File: src/rtl/cmp_sort_ctrl.sv
// Sequential ascending bubble sorter for N 4-bit values that time-shares one comparator.
// The host writes values while idle, pulses start, waits for done, then reads the sorted values back.

module comparator_4bit (
   input  logic [3:0] a,
   input  logic [3:0] b,
   output logic       a_gt_b,
   output logic       a_eq_b,
   output logic       a_lt_b
);
   assign a_gt_b = (a > b);
   assign a_eq_b = (a == b);
   assign a_lt_b = (a < b);
endmodule

module cmp_sort_ctrl #(
   parameter  int N  = 4,
   localparam int AW = $clog2(N)
) (
   input  logic          clk,
   input  logic          rst,
   input  logic          wr_en,
   input  logic [AW-1:0] wr_addr,
   input  logic [3:0]    wr_data,
   input  logic          start,
   input  logic [AW-1:0] rd_addr,
   output logic [3:0]    rd_data,
   output logic          busy,
   output logic          done,
   output logic [7:0]    swap_count,
   output logic [7:0]    cmp_count
);
   typedef enum logic [1:0] {IDLE, SORT, DONE} state_t;

   state_t        state;
   state_t        next_state;
   logic [3:0]    mem [N];
   logic [AW-1:0] idx;
   logic [AW-1:0] idx_p1;
   logic          swapped;
   logic [3:0]    cmp_a;
   logic [3:0]    cmp_b;
   logic          a_gt_b;
   logic          a_eq_b;
   logic          a_lt_b;
   logic          do_swap;
   logic          last_pair;
   logic          pass_dirty;

   assign idx_p1 = idx + 1'b1;
   assign cmp_a  = mem[idx];
   assign cmp_b  = mem[idx_p1];

   comparator_4bit u_cmp (
      .a      (cmp_a),
      .b      (cmp_b),
      .a_gt_b (a_gt_b),
      .a_eq_b (a_eq_b),
      .a_lt_b (a_lt_b)
   );

   // Equal or ordered pairs veto the swap, so equal keys keep their order (stable sort).
   assign do_swap    = a_gt_b & ~(a_eq_b | a_lt_b);
   assign last_pair  = (idx == AW'(N - 2));
   assign pass_dirty = swapped | do_swap;

   assign rd_data = (int'(rd_addr) < N) ? mem[rd_addr] : 4'd0;
   assign busy    = (state == SORT);
   assign done    = (state == DONE);

   always_ff @(posedge clk or posedge rst) begin
      if (rst) begin
         state <= IDLE;
      end else begin
         state <= next_state;
      end
   end

   always_comb begin
      next_state = state;
      unique case (state)
         IDLE:    if (start) next_state = SORT;
         SORT:    if (last_pair && !pass_dirty) next_state = DONE;
         DONE:    next_state = IDLE;
         default: next_state = IDLE;
      endcase
   end

   // Storage, pass index and statistics; a clean final pass ends the sort early.
   always_ff @(posedge clk or posedge rst) begin
      if (rst) begin
         idx        <= '0;
         swapped    <= 1'b0;
         swap_count <= 8'd0;
         cmp_count  <= 8'd0;
         for (int i = 0; i < N; i++) begin
            mem[i] <= 4'd0;
         end
      end else begin
         unique case (state)
            IDLE: begin
               if (wr_en && (int'(wr_addr) < N)) begin
                  mem[wr_addr] <= wr_data;
               end
               if (start) begin
                  idx        <= '0;
                  swapped    <= 1'b0;
                  swap_count <= 8'd0;
                  cmp_count  <= 8'd0;
               end
            end
            SORT: begin
               if (do_swap) begin
                  mem[idx]    <= cmp_b;
                  mem[idx_p1] <= cmp_a;
                  if (swap_count != 8'hFF) begin
                     swap_count <= swap_count + 8'd1;
                  end
               end
               if (cmp_count != 8'hFF) begin
                  cmp_count <= cmp_count + 8'd1;
               end
               if (last_pair) begin
                  idx     <= '0;
                  swapped <= 1'b0;
               end else begin
                  idx     <= idx_p1;
                  swapped <= pass_dirty;
               end
            end
            default: begin
            end
         endcase
      end
   end
endmodule

File: config.mk
export PLATFORM = sky130hd
export DESIGN_NAME = cmp_sort_ctrl
export DESIGN_NICKNAME = d
export VERILOG_FILES = /design/src/rtl/cmp_sort_ctrl.sv
export SDC_FILE = /design/constraint.sdc
export NUM_CORES = 1
export LEC_CHECK = 0
export ABC_AREA = 0
export BUFFER_PORTS_ARGS = -buffer_cell sky130_fd_sc_hd__buf_2
export CAP_MARGIN = 5
export CORE_ASPECT_RATIO = 1.25
export CORE_UTILIZATION = 50
export CTS_BUF_LIST = sky130_fd_sc_hd__clkbuf_8
export DETAILED_ROUTE_END_ITERATION = 10
export GPL_TIMING_DRIVEN = 1
export PLACE_DENSITY = 0.79
export SLEW_MARGIN = 0
export SYNTH_ARGS = -nofsm -noshare
export SYNTH_HDL_FRONTEND = slang
export SYNTH_SLANG_ARGS = --single-unit
File: constraint.sdc
create_clock -name clk -period 6.51 [get_ports clk]
set_input_delay 0.3255 -clock clk [delete_from_list [all_inputs] [get_ports clk]]
set_output_delay 0.3255 -clock clk [all_outputs]
set_load 0.005 [all_outputs]
---- Word level (Yosys, flattened, before mapping) ----
Index checks and enable logic that the tools add are counted.
word-level totals
  register bits ........................... 37
  output and inout bits ................... 22
  input bits .............................. 12
  word-level logic and storage cells ...... 89
operators by class
  order comparisons ....................... 9
  mux-type cells .......................... 36
  bitwise logic cells ..................... 8
  reduce and logical (&&, ||, !) cells .... 12
  add/subtract/negate cells ............... 3
  eq/ne operators ......................... 12
operator list
  operator                                                    count
  bitwise mux 16 bit                                          3
  2-to-1 mux 4 bit                                            9
  2-to-1 mux 16 bit                                           2
  2-to-1 mux 8 bit                                            4
  one-hot mux 16 bit (2 select lines)                         1
  one-hot mux 8 bit (2 select lines)                          2
  binary-select mux 4 bit (select 2 bit)                      3
  demux 4 bit (select 2 bit)                                  3
  adder 8 x 1 -> 8 bit, second input constant                 2
  != test 8 bit, second input constant                        2
  greater-or-equal comparator 3 bit, second input constant    4
  NOT 2 -> 3 bit                                              4
  less-than comparator 3 x 1 -> 1 bit, second input constant  3
  2-to-1 mux 2 bit                                            4
  != test 2 x 1 -> 1 bit, second input constant               4
  one-hot mux 2 bit (2 select lines)                          2
  AND reduction 3 bit                                         2
  equality test 2 bit, second input constant                  2
  equality test 4 bit                                         1
  greater-than comparator 4 bit                               1
  logical AND 1 bit                                           4
  less-than comparator 4 bit                                  1
  != test 2 bit, second input constant                        2
  AND reduction 2 bit                                         2
  11 further kinds                                            13

---- Depth between registers and ports, before layout ----
Gate-level depths: netlist (run 1).
  depth after elaboration ................. 14
  depth in mapped cells ................... 12

---- Hierarchy ----
A second synthesis (run 1) with hierarchy kept.
second synthesis, totals
  cells, all modules ...................... 262
  area, all modules ....................... 2,645.0 um2
by module, submodules not included
  module           seq. area each (um2)  instances  cells each  area each (um2)
  cmp_sort_ctrl    925.9                 1          246         2,516.2
  comparator_4bit  0.0                   1          16          128.9

---- Worst setup path after synthesis (run 1) ----
No wires, ideal clock.
  path kind ............................... reg-to-reg
  start point ............................. reg idx[0]
  end point ............................... reg mem[10] (netlist name)
  buffers on the path ..................... 2
  setup slack ............................. 2.954 ns
  library setup time ...................... 0.125 ns
  stages on the path, launching flop included .. 13
  arrival time ............................ 3.432 ns
  period minus slack after synthesis ...... 3.556 ns
  cells stage by stage .................... dfrtp_1 > clkbuf_1 > inv_1 > ha_1 > mux4_2 > inv_1 > ha_1 > nor2b_1 > o211ai_2 > a21bo_2 > buf_6 > a221oi_4 > mux2_2
on the way
  word-level cells in the longest chain between the ends .. 11
  elaborated cells on any way between the ends .. 31
  those cells by class .................... add/sub (1); order compare (6); eq/ne (2); mux (14); bitwise (5); reduce/logical (3)
ends and longest elaborated chain
  what                                                               line     text
  start: declaration                                                 38       logic [AW-1:0] idx;
  start signal: assignment                                           127      idx <= idx_p1;
  adder 2 x 1 -> 2 bit                                               50       assign idx_p1 = idx + 1'b1;
  NOT 2 -> 3 bit (implied by the code)                               52, 115
  binary-select mux 4 bit (select 2 bit)                             52       assign cmp_b = mem[idx_p1];
  2-to-1 mux 4 bit (implied by the code) (2 in series)               52
  less-than comparator 4 bit or equality test 4 bit (tied branches)  13, 12
  bitwise OR 1 bit                                                   63       assign do_swap = a_gt_b & ~(a_eq_b | a_lt_b);
  NOT 1 bit                                                          63
  AND 1 bit                                                          63
  != test 2 x 1 -> 1 bit (no source line)                            --
  AND reduction 3 bit (no source line)                               --
  end signal: indexed assignment                                     103      mem[wr_addr] <= wr_data;
  end signal: indexed assignment                                     114      mem[idx] <= cmp_b;
  end signal: indexed assignment                                     115      mem[idx_p1] <= cmp_a;
  end: declaration                                                   37       logic [3:0] mem [N];
Several ways; a longest one is shown, not always the timed one. The select of a mux whose other input is x is not followed.
A chain may end at the register's enable or synchronous reset.

---- Worst setup path after layout (run 1) ----
  start point ............................. reg idx[0]
  end point ............................... reg mem[1] (netlist name)
The elaborated chain is that of the path after synthesis.

==> results of run 1 <==
through the flow:
| stage | power [W] | cell area [um2] | hold WS [ps] | worst slack, ps |
|---|---|---|---|---|
| after global placement | 0.001288 | 3019 | 461.4 | 2697 |
| after detailed placement | 0.001304 | 3019 | 474.6 | 2598 |
| after global routing | 0.001630 | 3134 | 187.3 | 2298 |
| after CTS | 0.001515 | 3134 | 151.1 | 2565 |
| after floorplan | 0.001111 | 2838 | 472.1 | 2954 |
| final | 0.001524 | 3134 | 128.8 | 2555 |
metal layers:
layer | vias up | global-route usage, % | routed length, um
met3 | 23 | 4.767 | 484
met1 | 1209 | 34.01 | 3123
li1 | 1130 | - | -
met2 | 110 | 44.57 | 3725
met4 | 0 | 15.03 | 305
met5 | - | 0 | 0
worst max-delay path: cells and delay by family (launching register included):
family / cells / cell delay [ps]
flip-flops: 1 / 760
AO/OA/AOI/OAI: 3 / 860
adder cells (fa/ha/maj): 2 / 720
multiplexers: 2 / 960
AND/OR/NAND/NOR: 1 / 140
buffers and inverters: 2 / 390
kinds of logic after synthesis:
logic type               Yosys count  share of synthesized area, %
adder cells (fa/ha/maj)           12                         5.291
buffers and inverters             23                         4.100
AND/OR/NAND/NOR                   81                         15.78
AO/OA/AOI/OAI                     77                         22.71
XOR/XNOR                           6                         1.852
flip-flops                        37                         32.63
multiplexers                      37                         17.64
flip-flops by register name, summed over array words and instances (netlist names):
register and cells:
swap_count 8, cmp_count 8, mem 16, state 2, idx 2, swapped 1
power groups by stage:
stage | Sequential [W] | Clock (W) | Combinational, W
final | 0.000416 | 0.000210 | 0.000897
after global routing | 0.000430 | 0.000222 | 0.000978
after CTS | 0.000414 | 0.000211 | 0.000890
after detailed placement | 0.000419 | 0 | 0.000885
after global placement | 0.000414 | 0 | 0.000874
after floorplan | 0.000371 | 0 | 0.000740
area by class of cell:
cell class,count,share of cell area (%)
multi-input cells,213,57.45
flip-flops and latches,37,29.54
repair buffers,34,5.509
well taps,64,2.555
clock buffers,5,2.196
clock inverters,3,1.477
inverters,10,1.277
layout by cell type (no fill, tap or decap), drive strengths merged, types with 2 or more instances in the layout:
master	count
a32o	12
nor3	5
o21ai	12
a211o	2
a31oi	2
o22ai	4
inv	10
a21oi	10
a211oi	2
nand3	11
mux4	8
o21bai	2
and3	9
buf	34
nand2b	2
a221o	17
a221oi	2
dfrtp	37
o211ai	2
clkbuf	5
mux2	24
mux2i	5
nand2	18
nor3b	7
nor2b	3
nand4	7
ha	12
xor2	6
nor2	18
worst paths after layout:
path / cells past startpoint / end / slack [ps] / start
worst max-delay path: 10 / mem[1] / 2560 / idx[0]
worst min-delay path: 3 / mem[7] / 130 / rst
worst max register to register: 10 / mem[1] / 2560 / idx[0]
worst min register to register: 2 / swapped / 520 / swapped
max in group asynchronous: 3 / swap_count[2] / 6010 / rst
min in group clk: 4 / mem[3] / 450 / wr_data[3]
==> metrics.yaml, run 1 <==
logic_synthesis:
  syn_inst: 273
  synth_fp_nets: 297
  synthTopCellsByCount: "37 x dfrtp_1, 24 x mux2_2, 18 x nand2_1, 18 x nor2_1, 17 x a221o_1"
  synth_edf_count: 0
  yosys_warnings: 0
  ys_seq_elements: 37
  yosysTopAreaCell: "dfrtp_1"
  synth-main-ff-cell: "dfrtp_1"
  ys_seq_area_share_pct: 32.63
  synth_top_area_share_pct: 32.63
  synth_most_common_cell: "dfrtp_1"
  postSynthAreaPerCell_um2: 10.39
  syn_area_um2: 2838
  yosys-top-cells-area: "dfrtp_1 33%, mux2_2 9.5%, mux4_2 6.3%, a221o_1 6.0%, ha_1 5.3%"
  async_flop_share_pct: 100.0
  synth_cell_types: 46
drt:
  wire_per_inst_um: 20.87
  drt_iter0_markers: 283
  drc: 0
  via_per_inst: 6.754
  firstDrtPassIters: 4
  antenna_left: 0
  routed_wl_mm: 7.638
  vias: 2472
clock_tree:
  cts_sinks: 37
  cts_tree: "done"
  hold_buffers: 0
  ctsResizeCount: 0
  post-cts-setup-buffers: 0
  clock_latency_ps: 300
  numCtsBuffers: 5
  cts_root_buf: "clkbuf_8"
  clockBufferDepth: 2
  h-tree-depth: 2
  clkTransAtPathRegs_ps: 90
finish:
  ff_latch_area_um2: 925.9
  nFillCells: 478
  multi_input_area_um2: 1800
  drive_above_1_share_pct: 28.81
  nets: 325
  area_delta_synth_final_pct: 10.45
  antenna_cells: 0
  utilization_pct: 57.59
  final_cells: 366
power_and_ir_drop:
  cell_internal_pwr_w: 0.0007954
  swShare_pct: 47.81
  p_sw_w: 0.0007287
  pwr-share-comb_pct: 58.9
  ir_drop_uv: 320.6
  p_seq_share_pct: 27.3
  leakage_nw: 1.412
  clock_power_share_pct: 13.8
  powerDensity_nw_per_um2: 486.2
floorplan:
  core.rowCount: 30
  die_x_um: 69.38
  pin_count: 34
  die_h_um: 86.23
  dieArea_um2: 5983
  core_area_um2: 5443
  start_util_pct: 52.14
flow_run:
  cap_violations: 0
global_route:
  grt.total_usage_pct: 27.13
  grt_max_degree: 38
  grt_first_pass_wirelength_mm: 12.61
  grt_pass1_vias: 2441
  antenna_found_initial: 0
  overflow: 0
setup_path:
  critPathKind: "reg2reg"
  worstSetupStartpointType: "register"
  cp_data_arrival_time_ps: 4140
  endpoint_kind: "register"
  cp.required_ps: 6700
  slowest_delay_ps: 760
  crit_path_max_fanout: 17
  path_cells: "inv_1, ha_1, mux4_2, inv_1, ha_1, nor2b_1, o211ai_2, a21bo_2, a221o_1, mux2_2"
  cp_slowest_cell: "dfrtp_1"
min_path:
  holdCritPathClass: "in2async"
place:
  place_congestion: 0.8818
  dp_hpwl_mm: 5.437
  dp_cells: 358
  portBuffers: 33
sta:
  rsz0062_at_grt: "false"
  finalSetupViolCount: 0
  relSlewSlack_pct: 31.10
  fin_tns_setup_ps: 0
  fmax_mhz: 252.8
  skew_ps: 9.989
  hold_viol_final: 0
  finalMaxSlewViolations: 0
  min_period_over_period_pct: 60.75
  worst_slew_pin_slew_ps: 1029
  period_minus_slack_ps: 3955
status:
  status: "finished clean"
Note: power is estimated with default switching activity, not from simulation.
==> inputs of run 2 (changes only) <==
- clock period: 6.51 -> 3.72 ns (I/O delays scaled with it)
==> run 2 against run 1 <==
- the run now ends with negative hold slack left
- maximum frequency grew 21%
- global-route usage shrank 2.2 points
- total power grew 75%
- clock skew grew 2.5 ps
- critical path depth is the same
- register-to-register slack lost 2100 ps
- worst hold slack lost 140 ps
- routed wire length shrank 5.2%
- final area grew 1.0%
- critical endpoint is now mem[2]
- largest power group unchanged
==> metrics.yaml, run 2 (same netlist as run 1, synthesis figures left out) <==
finish:
  final_cells: 371  # +1.4%
  largest_reg_flops: 16  # unchanged
  nets: 330  # +1.5%
  top_regs: "mem x16, cmp_count x8, swap_count x8"
  drive_above_1_share_pct: 29.64  # +0.83 points
  antenna_cells: 0  # unchanged
  area_delta_synth_final_pct: 11.60
  regMostFlops: "mem"
  nFillCells: 479  # +0.21%
  layout_commonest_cell: "dfrtp_1"
  mostFrequentLayoutCells: "37 x dfrtp_1, 33 x buf_2, 24 x mux2_2"
drt:
  vias: 2471  # -0.040%
  firstDrtPassIters: 5  # +1
  drc: 0  # unchanged
  drt_iter0_markers: 169  # -40%
  via_per_inst: 6.660  # -1.4%
  wire_per_inst_um: 19.52  # -6.5%
  antenna_left: 0  # unchanged
  routed_wl_mm: 7.241  # -5.2%
setup_path:
  critPathKind: "reg2reg"
  cp_top_family: "multiplexers"
  endpoint_kind: "register"
  slowest_delay_ps: 600  # -160 ps
  worstSetupStartpointType: "register"
  crit_path_max_fanout: 9  # -8
  cp_data_arrival_time_ps: 3450  # -690 ps
  path_depth: 10  # unchanged
  path_cells: "inv_1, ha_1, mux4_2, inv_1, ha_1, nor2b_1, o211ai_2, a21bo_2, a221o_1, mux2_2"
  startpoint: "idx[1]"
  cp_slowest_cell: "mux4_2"
  cp.required_ps: 3900  # -2800 ps
  reg2regPathDepth: 10  # unchanged
  r2r-start: "idx[1]"
  worst-path-buf-inv: 2  # unchanged
global_route:
  antenna_found_initial: 0  # unchanged
  grt.total_usage_pct: 24.91  # -2.2 points
  grt_pass1_vias: 2392  # -2.0%
  overflow: 0  # unchanged
  grt_max_degree: 38  # unchanged
  grt_first_pass_wirelength_mm: 11.72  # -7.0%
clock_tree:
  clkTransAtPathRegs_ps: 80  # about the same
  ctsResizeCount: 0  # unchanged
  clock_latency_ps: 300  # about the same
  post-cts-setup-buffers: 0  # unchanged
  hold_buffers: 0  # unchanged
  numCtsBuffers: 5  # unchanged
  clockBufferDepth: 2  # unchanged
  cts_sinks: 37  # unchanged
  cts_tree: "done"
  h-tree-depth: 2  # unchanged
  cts_root_buf: "clkbuf_8"
sta:
  hold_viol_final: 27  # +27
  relSlewSlack_pct: 50.56  # +19 points
  rsz0062_at_grt: "false"
  finalMaxSlewViolations: 0  # unchanged
  min_period_over_period_pct: 87.95  # +27 points
  hold_slack_ps: -14.88  # -143.7 ps
  worst_slew_pin_slew_ps: 740.1  # -288.8 ps
  fmax_mhz: 305.7  # +21%
  fin_tns_setup_ps: 0  # unchanged
  period_minus_slack_ps: 3272  # -683.3 ps
  finalSetupViolCount: 0  # unchanged
  skew_ps: 12.52  # +2.535 ps
power_and_ir_drop:
  p_total_w: 0.002668  # +75%
  ir_drop_uv: 565.4  # +76%
  powerDensity_nw_per_um2: 842.4  # +73%
  leakage_nw: 1.434  # +1.6%
floorplan:
  pin_count: 34  # unchanged
  core_area_um2: 5443  # unchanged
  die_h_um: 86.23  # unchanged
  dieArea_um2: 5983  # unchanged
  start_util_pct: 52.14  # unchanged
  die_x_um: 69.38  # unchanged
  core.rowCount: 30  # unchanged
place:
  portBuffers: 33  # unchanged
  dp_hpwl_mm: 5.379  # -1.1%
  dp_cells: 363  # +1.4%
  place_congestion: 0.9320  # +5.7%
min_path:
  holdCritPathClass: "in2async"
flow_run:
  cap_violations: 0  # unchanged
status:
  violations: "negative hold slack"
  status: "complete, but fails checks"
run 2: worst register-to-register path: stages, from the launching register on:
cell and delay [ps]:
dfrtp_1 350, inv_1 90, ha_1 420, mux4_2 600
inv_1 90, ha_1 230, nor2b_1 150, o211ai_2 210
a21bo_2 340, a221o_1 330, mux2_2 360
run 2: area by class of cell:
type,instances,area (um2),share of cell area (%)
well taps,64,80.08,2.529
inverters,10,40.04,1.264
multi-input cells,213,1795,56.70
flip-flops and latches,37,925.9,29.24
clock buffers,5,68.82,2.173
clock inverters,3,46.29,1.462
repair buffers,39,210.2,6.638
run 2: final timing paths:
check / end / slack (ps)
setup / recovery: mem[2] / 450
hold / removal: cmp_count[5] / -10
setup reg to reg: mem[2] / 450
hold reg to reg: swapped / 540
max in group asynchronous: idx[0] / 3400
min in group clk: mem[3] / 300
run 2: metrics by stage:
stage                     area (um2)  hold WS, ps  utilization (%)  worst slack, ps
final                           3167       -14.88            58.18            448.3
after global routing            3167        26.62            58.18            293.7
after CTS                       3167       0.1966            58.18            442.7
after detailed placement        3052        328.9            56.07            456.8
after global placement          3052        310.8            56.07            534.2
after floorplan                 2838        365.7                -            163.7
run 2: per-layer routing:
metal / GRT usage, % / up-vias / routed length [um]
li1: - / 1140 / -
met1: 29.41 / 1201 / 2950
met2: 42.63 / 103 / 3614
met3: 3.953 / 27 / 373
met4: 15.40 / 0 / 302
met5: 0 / - / 0
run 2: report_power, final:
| part | internal [W] | leakage, nW | switching (W) | total (W) |
|---|---|---|---|---|
| logic | 0.000701 | 0.892 | 0.000932 | 0.00163 |
| clock network | 0.000201 | 0.0543 | 0.000156 | 0.000357 |
| registers | 0.000522 | 0.488 | 0.000157 | 0.000679 |
==> inputs of run 3 (changes only) <==
==> constraint.sdc (replaced) <==
create_clock -name clk -period 3.72 [get_ports clk]
set_input_delay 0.558 -clock clk [delete_from_list [all_inputs] [get_ports clk]]
set_output_delay 0.558 -clock clk [all_outputs]
set_load 0.005 [all_outputs]
==> run 3 against run 2 <==
- clock skew decreased by 6.3 ps
- count of clock-buffer cells in the layout unchanged
- die area did not move
- the flow now finishes without violations
- worst setup slack lost 59 ps
- sequential cell count unchanged
- final area shrank 0.75%
==> metrics.yaml, run 3 (same netlist as run 1, synthesis figures left out) <==
power_and_ir_drop:
  ir_drop_uv: 483.0  # -15%
  leakage_nw: 1.416  # -1.3%
  powerDensity_nw_per_um2: 832.1  # -1.2%
drt:
  drt_iter0_markers: 146  # -14%
  vias: 2470  # -0.040%
  antenna_left: 0  # unchanged
  via_per_inst: 6.658  # about the same
  firstDrtPassIters: 4  # -1
  drc: 0  # unchanged
  routed_wl_mm: 7.329  # +1.2%
  wire_per_inst_um: 19.75  # +1.2%
floorplan:
  pin_count: 34  # unchanged
  die_x_um: 69.38  # unchanged
  die_h_um: 86.23  # unchanged
  core_area_um2: 5443  # unchanged
  start_util_pct: 52.14  # unchanged
  core.rowCount: 30  # unchanged
  dieArea_um2: 5983  # unchanged
sta:
  fin_tns_setup_ps: 0  # unchanged
  skew_ps: 6.210  # -6.314 ps
  fmax_mhz: 300.2  # -1.8%
  hold_slack_ps: 405.3  # +420.2 ps
  hold_viol_final: 0  # -100%
  rsz0062_at_grt: "false"
  layout_setup_ws_ps: 388.9  # -59.48 ps
  relSlewSlack_pct: 46.49  # -4.1 points
  period_minus_slack_ps: 3331  # +59.48 ps
  min_period_over_period_pct: 89.55  # +1.6 points
  finalMaxSlewViolations: 0  # unchanged
  worst_slew_pin_slew_ps: 801.8  # +61.65 ps
  finalSetupViolCount: 0  # unchanged
place:
  dp_hpwl_mm: 5.532  # +2.9%
  pre_cts_slack_ps: 418.3  # -38.53 ps
  place_congestion: 0.9048  # -2.9%
  portBuffers: 33  # unchanged
status:
  status: "finished clean"
clock_tree:
  cts_root_buf: "clkbuf_8"
  cts_sinks: 37  # unchanged
  cts_tree: "done"
  ctsResizeCount: 0  # unchanged
  clock_latency_ps: 290  # about the same
  post-cts-setup-buffers: 0  # unchanged
  clkTransAtPathRegs_ps: 80  # about the same
  hold_buffers: 0  # unchanged
  h-tree-depth: 2  # unchanged
  clockBufferDepth: 2  # unchanged
  numCtsBuffers: 5  # unchanged
finish:
  nets: 330  # unchanged
  area_delta_synth_final_pct: 10.76
  layout_commonest_cell: "dfrtp_1"
  regMostFlops: "mem"
  mostFrequentLayoutCells: "37 x dfrtp_1, 33 x buf_2, 24 x mux2_2"
  antenna_cells: 0  # unchanged
  top_regs: "mem x16, cmp_count x8, swap_count x8"
  nFillCells: 493  # +2.9%
  drive_above_1_share_pct: 29.64  # unchanged
  largest_reg_flops: 16  # unchanged
setup_path:
  cp.required_ps: 3900  # about the same
  cp_slowest_cell: "mux4_2"
  path_cells: "inv_1, ha_1, mux4_2, inv_1, ha_1, nor2b_1, o211ai_2, a21bo_2, a221o_1, mux2_2"
  critPathKind: "reg2reg"
  endpoint_kind: "register"
  crit_path_max_fanout: 9  # unchanged
  worstSetupStartpointType: "register"
  slowest_delay_ps: 600  # about the same
  r2r-start: "idx[1]"
  cp_data_arrival_time_ps: 3510  # +60 ps
  cp_top_family: "multiplexers"
  worst-path-buf-inv: 2  # unchanged
  startpoint: "idx[1]"
global_route:
  overflow: 0  # unchanged
  grt_pass1_vias: 2493  # +4.2%
  grt.total_usage_pct: 25.78  # +0.87 points
  grt_first_pass_wirelength_mm: 12.16  # +3.8%
  grt_max_degree: 24  # -37%
  antenna_found_initial: 0  # unchanged
flow_run:
  cap_violations: 0  # unchanged
min_path:
  holdCritPathClass: "in2async"
## run 3: changes by cell type in the layout (fill, tap and decap cells not counted), sizes merged
| cell | change |
|---|---|
| bufinv | -1 |
| clkinv | -1 |
| clkinvlp | +2 |
## run 3: metrics by stage
stage	area (um2)	power, W	cells	utilization [%]
2_1_floorplan	2838	0.001944	273	-
3_3_place_gp	3052	0.002262	363	56.07
3_5_place_dp	3052	0.002315	363	56.07
4_1_cts	3143	0.002608	371	57.75
5_1_grt	3143	0.002819	371	57.75
6_report	3143	0.002615	371	57.75
## run 3: area by class of cell
class	count	area (um2)	share of cell area, %
Clock inverter	3	22.52	0.7166
Timing Repair Buffer	39	210.2	6.688
Inverter	10	40.04	1.274
Clock buffer	5	68.82	2.189
Sequential cell	37	925.9	29.46
Multi-Input combinational cell	213	1795	57.13
Tap cell	64	80.08	2.548
## run 3: worst reg2reg max path, stage by stage (launching register included)
cell,delay (ps)
dfrtp_1,350
inv_1,90
ha_1,420
mux4_2,600
inv_1,100
ha_1,250
nor2b_1,150
o211ai_2,220
a21bo_2,350
a221o_1,320
mux2_2,360
## run 3: final timing paths
| path | end | slack (ps) | cells after the start |
|---|---|---|---|
| min in group clk | swapped | 520 | 2 |
| max reg2reg | mem[15] | 390 | 10 |
| min reg2reg | swapped | 520 | 2 |
| max in group asynchronous | idx[1] | 2580 | 3 |
| min | mem[10] | 410 | 2 |
| max | mem[15] | 390 | 10 |
## run 3: power by group
group	internal, W	total, W	switching [W]
Sequential	0.000522	0.000679	0.000157
Clock	0.000132	0.000291	0.000159
Combinational	0.000704	0.00165	0.000941
Total	0.00136	0.00262	0.00126
## run 3: routing by layer
| metal | routed length [um] | global-route usage (%) |
|---|---|---|
| met1 | 2992 | 30.56 |
| met2 | 3552 | 44.40 |
| met3 | 362 | 3.953 |
| met4 | 422 | 15.21 |
| met5 | 0 | 0 |
